==> src/rtl/timer_pkg.sv <==
// Shared register map and CTRL field layout for the multi-channel timer.
package timer_pkg;

    // Per-channel register offsets (low two bits of the word address)
    localparam logic [1:0] REG_CTRL   = 2'd0;
    localparam logic [1:0] REG_LOAD   = 2'd1;
    localparam logic [1:0] REG_COUNT  = 2'd2;
    localparam logic [1:0] REG_STATUS = 2'd3;

    // CTRL bit positions
    localparam int unsigned CTRL_EN        = 0;
    localparam int unsigned CTRL_MODE      = 1;
    localparam int unsigned CTRL_IE        = 2;
    localparam int unsigned CTRL_PRESC_LSB = 8;

    localparam logic MODE_PERIODIC = 1'b0;
    localparam logic MODE_ONESHOT  = 1'b1;

    // Widest prescaler field the CTRL word can carry
    localparam int unsigned PRESC_MAX_W = 16;

    // Assemble a CTRL read word; bits not driven read as zero.
    function automatic logic [31:0] pack_ctrl(input logic en, input logic mode, input logic ie,
                                              input logic [PRESC_MAX_W-1:0] presc);
        logic [31:0] w;
        w                                = '0;
        w[CTRL_EN]                       = en;
        w[CTRL_MODE]                     = mode;
        w[CTRL_IE]                       = ie;
        w[CTRL_PRESC_LSB +: PRESC_MAX_W] = presc;
        return w;
    endfunction

endpackage

==> src/rtl/timer_channel.sv <==
// One timer channel: CTRL/LOAD registers, prescaler, counter, sticky pending flag and IRQ.
module timer_channel
    import timer_pkg::*;
#(
    parameter int unsigned WIDTH   = 32,
    parameter int unsigned PRESC_W = 8
) (
    input  logic               clk_i,
    input  logic               rst_ni,
    input  logic               wr_ctrl_i,
    input  logic               wr_load_i,
    input  logic               wr_status_i,
    input  logic [31:0]        wdata_i,
    output logic               en_o,
    output logic               mode_o,
    output logic               ie_o,
    output logic [PRESC_W-1:0] presc_o,
    output logic [WIDTH-1:0]   load_o,
    output logic [WIDTH-1:0]   count_o,
    output logic               pend_o,
    output logic               irq_o
);

    logic               en_q, en_d;
    logic               mode_q, mode_d;
    logic               ie_q, ie_d;
    logic [PRESC_W-1:0] presc_q, presc_d;
    logic [WIDTH-1:0]   load_q, load_d;
    logic [WIDTH-1:0]   count_q, count_d;
    logic [PRESC_W-1:0] pcnt_q, pcnt_d;
    logic               pend_q, pend_d;
    logic               irq_q, irq_d;
    logic               tick, fire, restart;

    // Only a few CTRL bits and the LOAD field are meaningful
    logic unused_wdata;
    assign unused_wdata = ^wdata_i;

    // Next-state: prescale/count, one-shot disable, bus writes, then pending set/clear
    always_comb begin
        en_d    = en_q;
        mode_d  = mode_q;
        ie_d    = ie_q;
        presc_d = presc_q;
        load_d  = load_q;
        count_d = count_q;
        pcnt_d  = pcnt_q;
        pend_d  = pend_q;

        tick = en_q && (pcnt_q == presc_q);
        // LOAD=0 never fires and keeps COUNT at 0
        fire = tick && (load_q != '0) && (count_q == load_q - WIDTH'(1));

        if (en_q) begin
            pcnt_d = tick ? '0 : pcnt_q + PRESC_W'(1);
        end
        if (tick && (load_q != '0)) begin
            count_d = fire ? '0 : count_q + WIDTH'(1);
        end
        if (fire && (mode_q == MODE_ONESHOT)) begin
            en_d = 1'b0;
        end

        restart = wr_load_i || (wr_ctrl_i && wdata_i[CTRL_EN] && !en_q);
        if (wr_ctrl_i) begin
            en_d    = wdata_i[CTRL_EN];
            mode_d  = wdata_i[CTRL_MODE];
            ie_d    = wdata_i[CTRL_IE];
            presc_d = wdata_i[CTRL_PRESC_LSB +: PRESC_W];
        end
        if (wr_load_i) begin
            load_d = wdata_i[WIDTH-1:0];
        end
        if (restart) begin
            count_d = '0;
            pcnt_d  = '0;
        end

        // A fire in the same cycle as a W1C leaves PEND set
        if (wr_status_i && wdata_i[0]) begin
            pend_d = 1'b0;
        end
        if (fire) begin
            pend_d = 1'b1;
        end

        irq_d = pend_q && ie_q;
    end

    // State registers with synchronous active-low reset
    always_ff @(posedge clk_i) begin
        if (!rst_ni) begin
            en_q    <= 1'b0;
            mode_q  <= MODE_PERIODIC;
            ie_q    <= 1'b0;
            presc_q <= '0;
            load_q  <= '0;
            count_q <= '0;
            pcnt_q  <= '0;
            pend_q  <= 1'b0;
            irq_q   <= 1'b0;
        end else begin
            en_q    <= en_d;
            mode_q  <= mode_d;
            ie_q    <= ie_d;
            presc_q <= presc_d;
            load_q  <= load_d;
            count_q <= count_d;
            pcnt_q  <= pcnt_d;
            pend_q  <= pend_d;
            irq_q   <= irq_d;
        end
    end

    assign en_o    = en_q;
    assign mode_o  = mode_q;
    assign ie_o    = ie_q;
    assign presc_o = presc_q;
    assign load_o  = load_q;
    assign count_o = count_q;
    assign pend_o  = pend_q;
    assign irq_o   = irq_q;

endmodule

==> src/rtl/multi_timer.sv <==
// Multi-channel timer: bus decode, registered read mux, grant and IRQ OR-reduction.
module multi_timer
    import timer_pkg::*;
#(
    parameter int unsigned NUM_CH  = 4,
    parameter int unsigned WIDTH   = 32,
    parameter int unsigned PRESC_W = 8,
    localparam int unsigned AW     = $clog2(NUM_CH) + 2
) (
    input  logic              i_CLK,
    input  logic              i_RSTn,
    input  logic              i_CE,
    input  logic              i_REQ,
    input  logic              i_WE,
    input  logic [AW-1:0]     i_ADDR,
    input  logic [31:0]       i_WDATA,
    output logic [31:0]       o_RDATA,
    output logic              o_GNT,
    output logic [NUM_CH-1:0] o_IRQ,
    output logic              o_IRQ_ANY
);

    logic [1:0]  reg_sel;
    logic [3:0]  ch_sel;
    logic        wr_acc, rd_acc;
    logic [31:0] rd_word;
    logic [31:0] rdata_q;

    logic [NUM_CH-1:0]  en_w, mode_w, ie_w, pend_w, irq_w;
    logic [NUM_CH-1:0]  wr_ctrl, wr_load, wr_status;
    logic [PRESC_W-1:0] presc_w [NUM_CH];
    logic [WIDTH-1:0]   load_w  [NUM_CH];
    logic [WIDTH-1:0]   count_w [NUM_CH];

    assign reg_sel = i_ADDR[1:0];

    if (NUM_CH > 1) begin : g_ch_sel
        assign ch_sel = 4'(i_ADDR[AW-1:2]);
    end else begin : g_ch_sel_one
        assign ch_sel = '0;
    end

    assign o_GNT  = i_REQ & i_CE;
    assign wr_acc = o_GNT & i_WE;
    assign rd_acc = o_GNT & ~i_WE;

    // Channel indices at or above NUM_CH match no instance, so such writes drop out here
    for (genvar c = 0; c < NUM_CH; c++) begin : g_ch
        assign wr_ctrl[c]   = wr_acc && (ch_sel == 4'(c)) && (reg_sel == REG_CTRL);
        assign wr_load[c]   = wr_acc && (ch_sel == 4'(c)) && (reg_sel == REG_LOAD);
        assign wr_status[c] = wr_acc && (ch_sel == 4'(c)) && (reg_sel == REG_STATUS);

        timer_channel #(
            .WIDTH   (WIDTH),
            .PRESC_W (PRESC_W)
        ) u_ch (
            .clk_i       (i_CLK),
            .rst_ni      (i_RSTn),
            .wr_ctrl_i   (wr_ctrl[c]),
            .wr_load_i   (wr_load[c]),
            .wr_status_i (wr_status[c]),
            .wdata_i     (i_WDATA),
            .en_o        (en_w[c]),
            .mode_o      (mode_w[c]),
            .ie_o        (ie_w[c]),
            .presc_o     (presc_w[c]),
            .load_o      (load_w[c]),
            .count_o     (count_w[c]),
            .pend_o      (pend_w[c]),
            .irq_o       (irq_w[c])
        );
    end

    // Read mux; unmatched channel indices fall through to zero
    always_comb begin
        rd_word = '0;
        for (int c = 0; c < NUM_CH; c++) begin
            if (ch_sel == 4'(c)) begin
                unique case (reg_sel)
                    REG_CTRL:   rd_word = pack_ctrl(en_w[c], mode_w[c], ie_w[c],
                                                    PRESC_MAX_W'(presc_w[c]));
                    REG_LOAD:   rd_word = 32'(load_w[c]);
                    REG_COUNT:  rd_word = 32'(count_w[c]);
                    REG_STATUS: rd_word = {31'd0, pend_w[c]};
                    default:    rd_word = '0;
                endcase
            end
        end
    end

    // Read data register, held until the next accepted read
    always_ff @(posedge i_CLK) begin
        if (!i_RSTn) begin
            rdata_q <= '0;
        end else if (rd_acc) begin
            rdata_q <= rd_word;
        end
    end

    assign o_RDATA   = rdata_q;
    assign o_IRQ     = irq_w;
    assign o_IRQ_ANY = |irq_w;

endmodule

==> config.mk <==
export PLATFORM = sky130hd
export DESIGN_NAME = multi_timer
export DESIGN_NICKNAME = d
export VERILOG_FILES = /design/src/rtl/timer_pkg.sv /design/src/rtl/timer_channel.sv /design/src/rtl/multi_timer.sv
export SDC_FILE = /design/constraint.sdc
export NUM_CORES = 1
export LEC_CHECK = 0
export ABC_AREA = 1
export ABC_CLOCK_PERIOD_IN_PS = 3600
export CAP_MARGIN = 20
export CORE_ASPECT_RATIO = 1.2
export CORE_MARGIN = 4
export CORE_UTILIZATION = 35
export CTS_BUF_LIST = sky130_fd_sc_hd__clkbuf_8
export DETAILED_ROUTE_END_ITERATION = 8
export DONT_BUFFER_PORTS = 1
export HOLD_SLACK_MARGIN = 0.15
export PLACE_DENSITY = 0.55
export SYNTH_ARGS = -nofsm -noshare
export SYNTH_HDL_FRONTEND = slang
export SYNTH_SLANG_ARGS = --single-unit
==> constraint.sdc <==
create_clock -name i_CLK -period 3.6 [get_ports i_CLK]
set_input_delay 0.36 -clock i_CLK [delete_from_list [all_inputs] [get_ports i_CLK]]
set_output_delay 0.36 -clock i_CLK [all_outputs]
set_load 0.02 [all_outputs]
==> results.yml <==
status:
  outcome: "completed"
floorplan:
  initial_core_util_pct: 35.3
  num_io_pins: 79
  die_area_sq_um: 73300
  core_area_sq_um: 68400
  die-width_um: 248
  floorplan.die.height_um: 296
  row_count: 105
drt:
  post_drt_wl_per_cell_um: 20.9
  dr.first_iter.drc_count: 2428
  routed-via-count: 25400
  drt_pre_antenna_iters: 7
  routed_wirelength_um: 101000
  drc: 0
  via_per_inst: 5.29
  ant_nets: 0
setup_path:
  critical_path_peak_fanout: 31
  endpoint_kind: "flip-flop"
  path_buf_inv: 7
  critPathSlowestCell: "sky130_fd_sc_hd__dlygate4sd3_1"
  r2r_setup_slack_ns: 0.80
  worstSetupStartpointType: "input port"
  worst_ep_arrival_time_ns: 3.37
  worst-r2r-cell-count: 15
  crit_path_largest_cell_delay_ns: 0.69
  worst_r2r_endpoint: "g_ch[2].u_ch.count_o[15]$_SDFFE_PP0P_"
  critPathLaunch: "i_ADDR[2]"
  worst_ep_required_time_ns: 4.16
  crit_family: "buffers and inverters"
  path_class: "input port to flip-flop"
  cp-endpoint: "g_ch[0].u_ch.count_o[10]$_SDFFE_PP0P_"
  cpMostUsedCell: "sky130_fd_sc_hd__inv_1"
  rr_startpoint: "g_ch[2].u_ch.load_o[0]$_SDFFE_PN0P_"
  path_cells: "dlygate4sd3_1, nor2_2, buf_4, inv_2, nor2_1, inv_1, nor2_1, nand2_1, o211ai_2, inv_1, nand2_4, inv_2, nand3_1, inv_1"
  cp_num_cells: 14
logic_synthesis:
  synth_nets: 3884
  ys_dominant_reg_cell: "sky130_fd_sc_hd__dfxtp_1"
  ys_ff_latch: 372
  yosys_warns: 0
  synth.largest_area_cell: "sky130_fd_sc_hd__dfxtp_1"
  asyncSetResetFlopFracSynth_pct: 0
  synth_top_area_share_pct: 30.8
  postSynthAreaPerCell_sq_um: 6.31
  synth.yosys.seq_area_share_pct: 30.8
  synthesis.area_sq_um: 24200
  syn-instance-count: 3827
  post_synth_num_cell_types: 54
  synth.area.top_cells: "sky130_fd_sc_hd__dfxtp_1 (31%), sky130_fd_sc_hd__nand2_1 (13%), sky130_fd_sc_hd__nor2_1 (8.4%)"
  number_of_enable_type_register_cells_in_the_synthesized_netlist: 0
clock_network:
  clk_pin_slew_worst_paths_ns: 0.06
  number_of_hold_buffers_added_after_cts: 37
  ctsLongestPathBuffers: 3
  post_cts_resize_count: 0
  clock-sinks: 372
  htreeDepth: 3
  clock_latency_ns: 0.67
  clock_tree.root_cell: "sky130_fd_sc_hd__clkbuf_8"
  cts_post_setup_buffers_inserted: 0
  numCtsBuffers: 70
  tritoncts: "yes"
global_route:
  first_global_vias: 24000
  antenna_found_initial: 15
  grt_max_degree: 186
  grt_pass1_wl_um: 148000
  overflow: 0
  track_usage_pct: 26.8
pwr:
  power_density_nw_per_um2: 348
  p_leak_nw: 11.3
  ir_worst_vdd_mv: 0.248
sta:
  top_achievable_clock_speed_ghz: 0.356
  finalCriticalPeriod_ns: 2.81
  fin_hold_ws_ns: 0.183
  fin_skew_ns: 0.0318
  setup_tns_ns: 0
  post-route-period-util_pct: 78.1
  timing.slew.headroom_pct: 28.9
  grt_setup_unrepaired: "no"
  final-hold-violation-count: 0
  maxSlewViolCount: 0
  setup-violations-final: 0
  timing_worst_slew_pin_value_ns: 1.06
min_path:
  holdCritPathClass: "input port to flip-flop"
place:
  io_buffers: 0
  placed_cell_area_sq_um: 25000
  half_perimeter_wire_length_of_the_detailed_placement_result_um: 77500
  globalplace.congestion: 1.03
finish:
  final.fill_count: 7469
  area_growth_syn_to_layout_pct: 11.0
  share_of_final_layout_standard_cells_stronger_than_drive_strength_1_pct: 7.48
  post_layout_nets: 3900
  finalInstanceArea_sq_um: 26800
run:
  maxCapViolCount: 0
## layout by cell type, fill, tap and decap left out, drive strengths merged, types with 3 or more instances in the layout
cell / count
and3: 3
nor3: 80
a41oi: 3
dlygate4sd3: 36
diode: 12
o221ai: 10
o21ai: 304
nor4: 19
nor3b: 15
a221oi: 7
xnor2: 37
nand4: 74
o21bai: 13
dfxtp: 372
a21oi: 246
ha: 16
o211ai: 3
buf: 33
o2111ai: 5
o22ai: 111
nand3b: 10
nor2: 617
nand3: 203
clkinv: 14
clkbuf: 93
nand2: 841
a31oi: 17
xor2: 164
inv: 528
## through the flow
stage | std cells | setup WS (ns) | total power [mW] | utilization [%]
final | 4809 | 0.788 | 9.35 | 39.2
after global routing | 4798 | 0.479 | 9.69 | 39.2
after CTS | 4797 | 0.770 | 9.43 | 39.2
after detailed placement | 4643 | 0.791 | 5.03 | 36.6
after global placement | 4643 | 0.833 | 5.03 | 36.6
after floorplan | 3827 | 1.48 | 4.85 | -
## metal layers
| metal | vias up | track usage (%) | share of wire, % |
|---|---|---|---|
| met4 | 8 | 12.1 | 4.7 |
| met1 | 11800 | 31.9 | 39 |
| met2 | 933 | 45.4 | 47 |
| li1 | 12500 | - | - |
| met3 | 252 | 7.03 | 8.7 |
| met5 | - | 0 | 0.053 |
## worst min-delay path, stage by stage
cell                      delay, ns
sky130_fd_sc_hd__buf_16        0.23
sky130_fd_sc_hd__o21ai_0       0.16
sky130_fd_sc_hd__a21oi_1       0.05
## cells in the mapped netlist, types with 16 or more instances
cell,instances
sky130_fd_sc_hd__a21oi_1,246
sky130_fd_sc_hd__a31oi_1,17
sky130_fd_sc_hd__clkbuf_1,105
sky130_fd_sc_hd__dfxtp_1,372
sky130_fd_sc_hd__ha_1,16
sky130_fd_sc_hd__inv_1,494
sky130_fd_sc_hd__inv_2,20
sky130_fd_sc_hd__nand2_1,812
sky130_fd_sc_hd__nand2_2,25
sky130_fd_sc_hd__nand3_1,193
sky130_fd_sc_hd__nand4_1,74
sky130_fd_sc_hd__nor2_1,543
sky130_fd_sc_hd__nor2_2,55
sky130_fd_sc_hd__nor3_1,71
sky130_fd_sc_hd__nor4_1,19
sky130_fd_sc_hd__o21ai_0,296
sky130_fd_sc_hd__o22ai_1,111
sky130_fd_sc_hd__xnor2_1,37
sky130_fd_sc_hd__xor2_1,164
## power by group
part / internal (mW) / total (mW) / switching, mW
Combinational: 0.263 / 0.922 / 0.659
Sequential: 4.14 / 4.18 / 0.0391
Clock: 2.29 / 4.24 / 1.95
Total: 6.69 / 9.35 / 2.65
## worst min path at each step
stage / to / cells past startpoint / start / slack (ns)
final: g_ch[3].u_ch.presc_o[6]$_SDFFE_PN0P_ / 3 / i_RSTn / 0.18
after CTS: g_ch[3].u_ch.load_o[0]$_SDFFE_PN0P_ / 5 / i_ADDR[3] / 0.20
after detailed placement: g_ch[0].u_ch.ie_o$_SDFFE_PN0P_ / 2 / g_ch[0].u_ch.ie_o$_SDFFE_PN0P_ / 0.47
after floorplan: g_ch[0].u_ch.irq_o$_SDFF_PN0_ / 2 / g_ch[0].u_ch.ie_o$_SDFFE_PN0P_ / 0.41
after global placement: g_ch[0].u_ch.ie_o$_SDFFE_PN0P_ / 2 / g_ch[0].u_ch.ie_o$_SDFFE_PN0P_ / 0.46
after global routing: o_RDATA[23]$_SDFFE_PN0P_ / 4 / i_ADDR[2] / 0.25
## cells by family (layout without fill, tap and decap cells)
family / Yosys count / after routing / synth area share, %
AND/OR/NAND/NOR: 1867 / 1867 / 34.2
AO/OA/AOI/OAI: 725 / 725 / 16.4
buffers and inverters: 645 / 706 / 10.4
flip-flops: 372 / 372 / 30.8
XOR/XNOR: 202 / 202 / 7.38
adder cells (fa/ha/maj): 16 / 16 / 0.828
other: 0 / 12 / 0
## flip-flops by register name, indices dropped and copies added (netlist names), 32 cells and up
| register | cells |
|---|---|
| g_ch.u_ch.count_o | 128 |
| o_RDATA | 32 |
| g_ch.u_ch.presc_o | 32 |
| g_ch.u_ch.load_o | 128 |
| g_ch.u_ch.pcnt_q | 32 |
## layout make-up
cell class              count  area, sq um  area share [%]
flip-flops and latches    372         7450            27.8
multi-input cells        2810        14200            53.0
diodes                     12         30.0           0.112
well taps                 909         1140            4.24
clock buffers              93         1280            4.77
clock inverters            24          111           0.415
inverters                 520         1950            7.28
repair buffers             69          653            2.43
(Power assumes the default switching activity.)
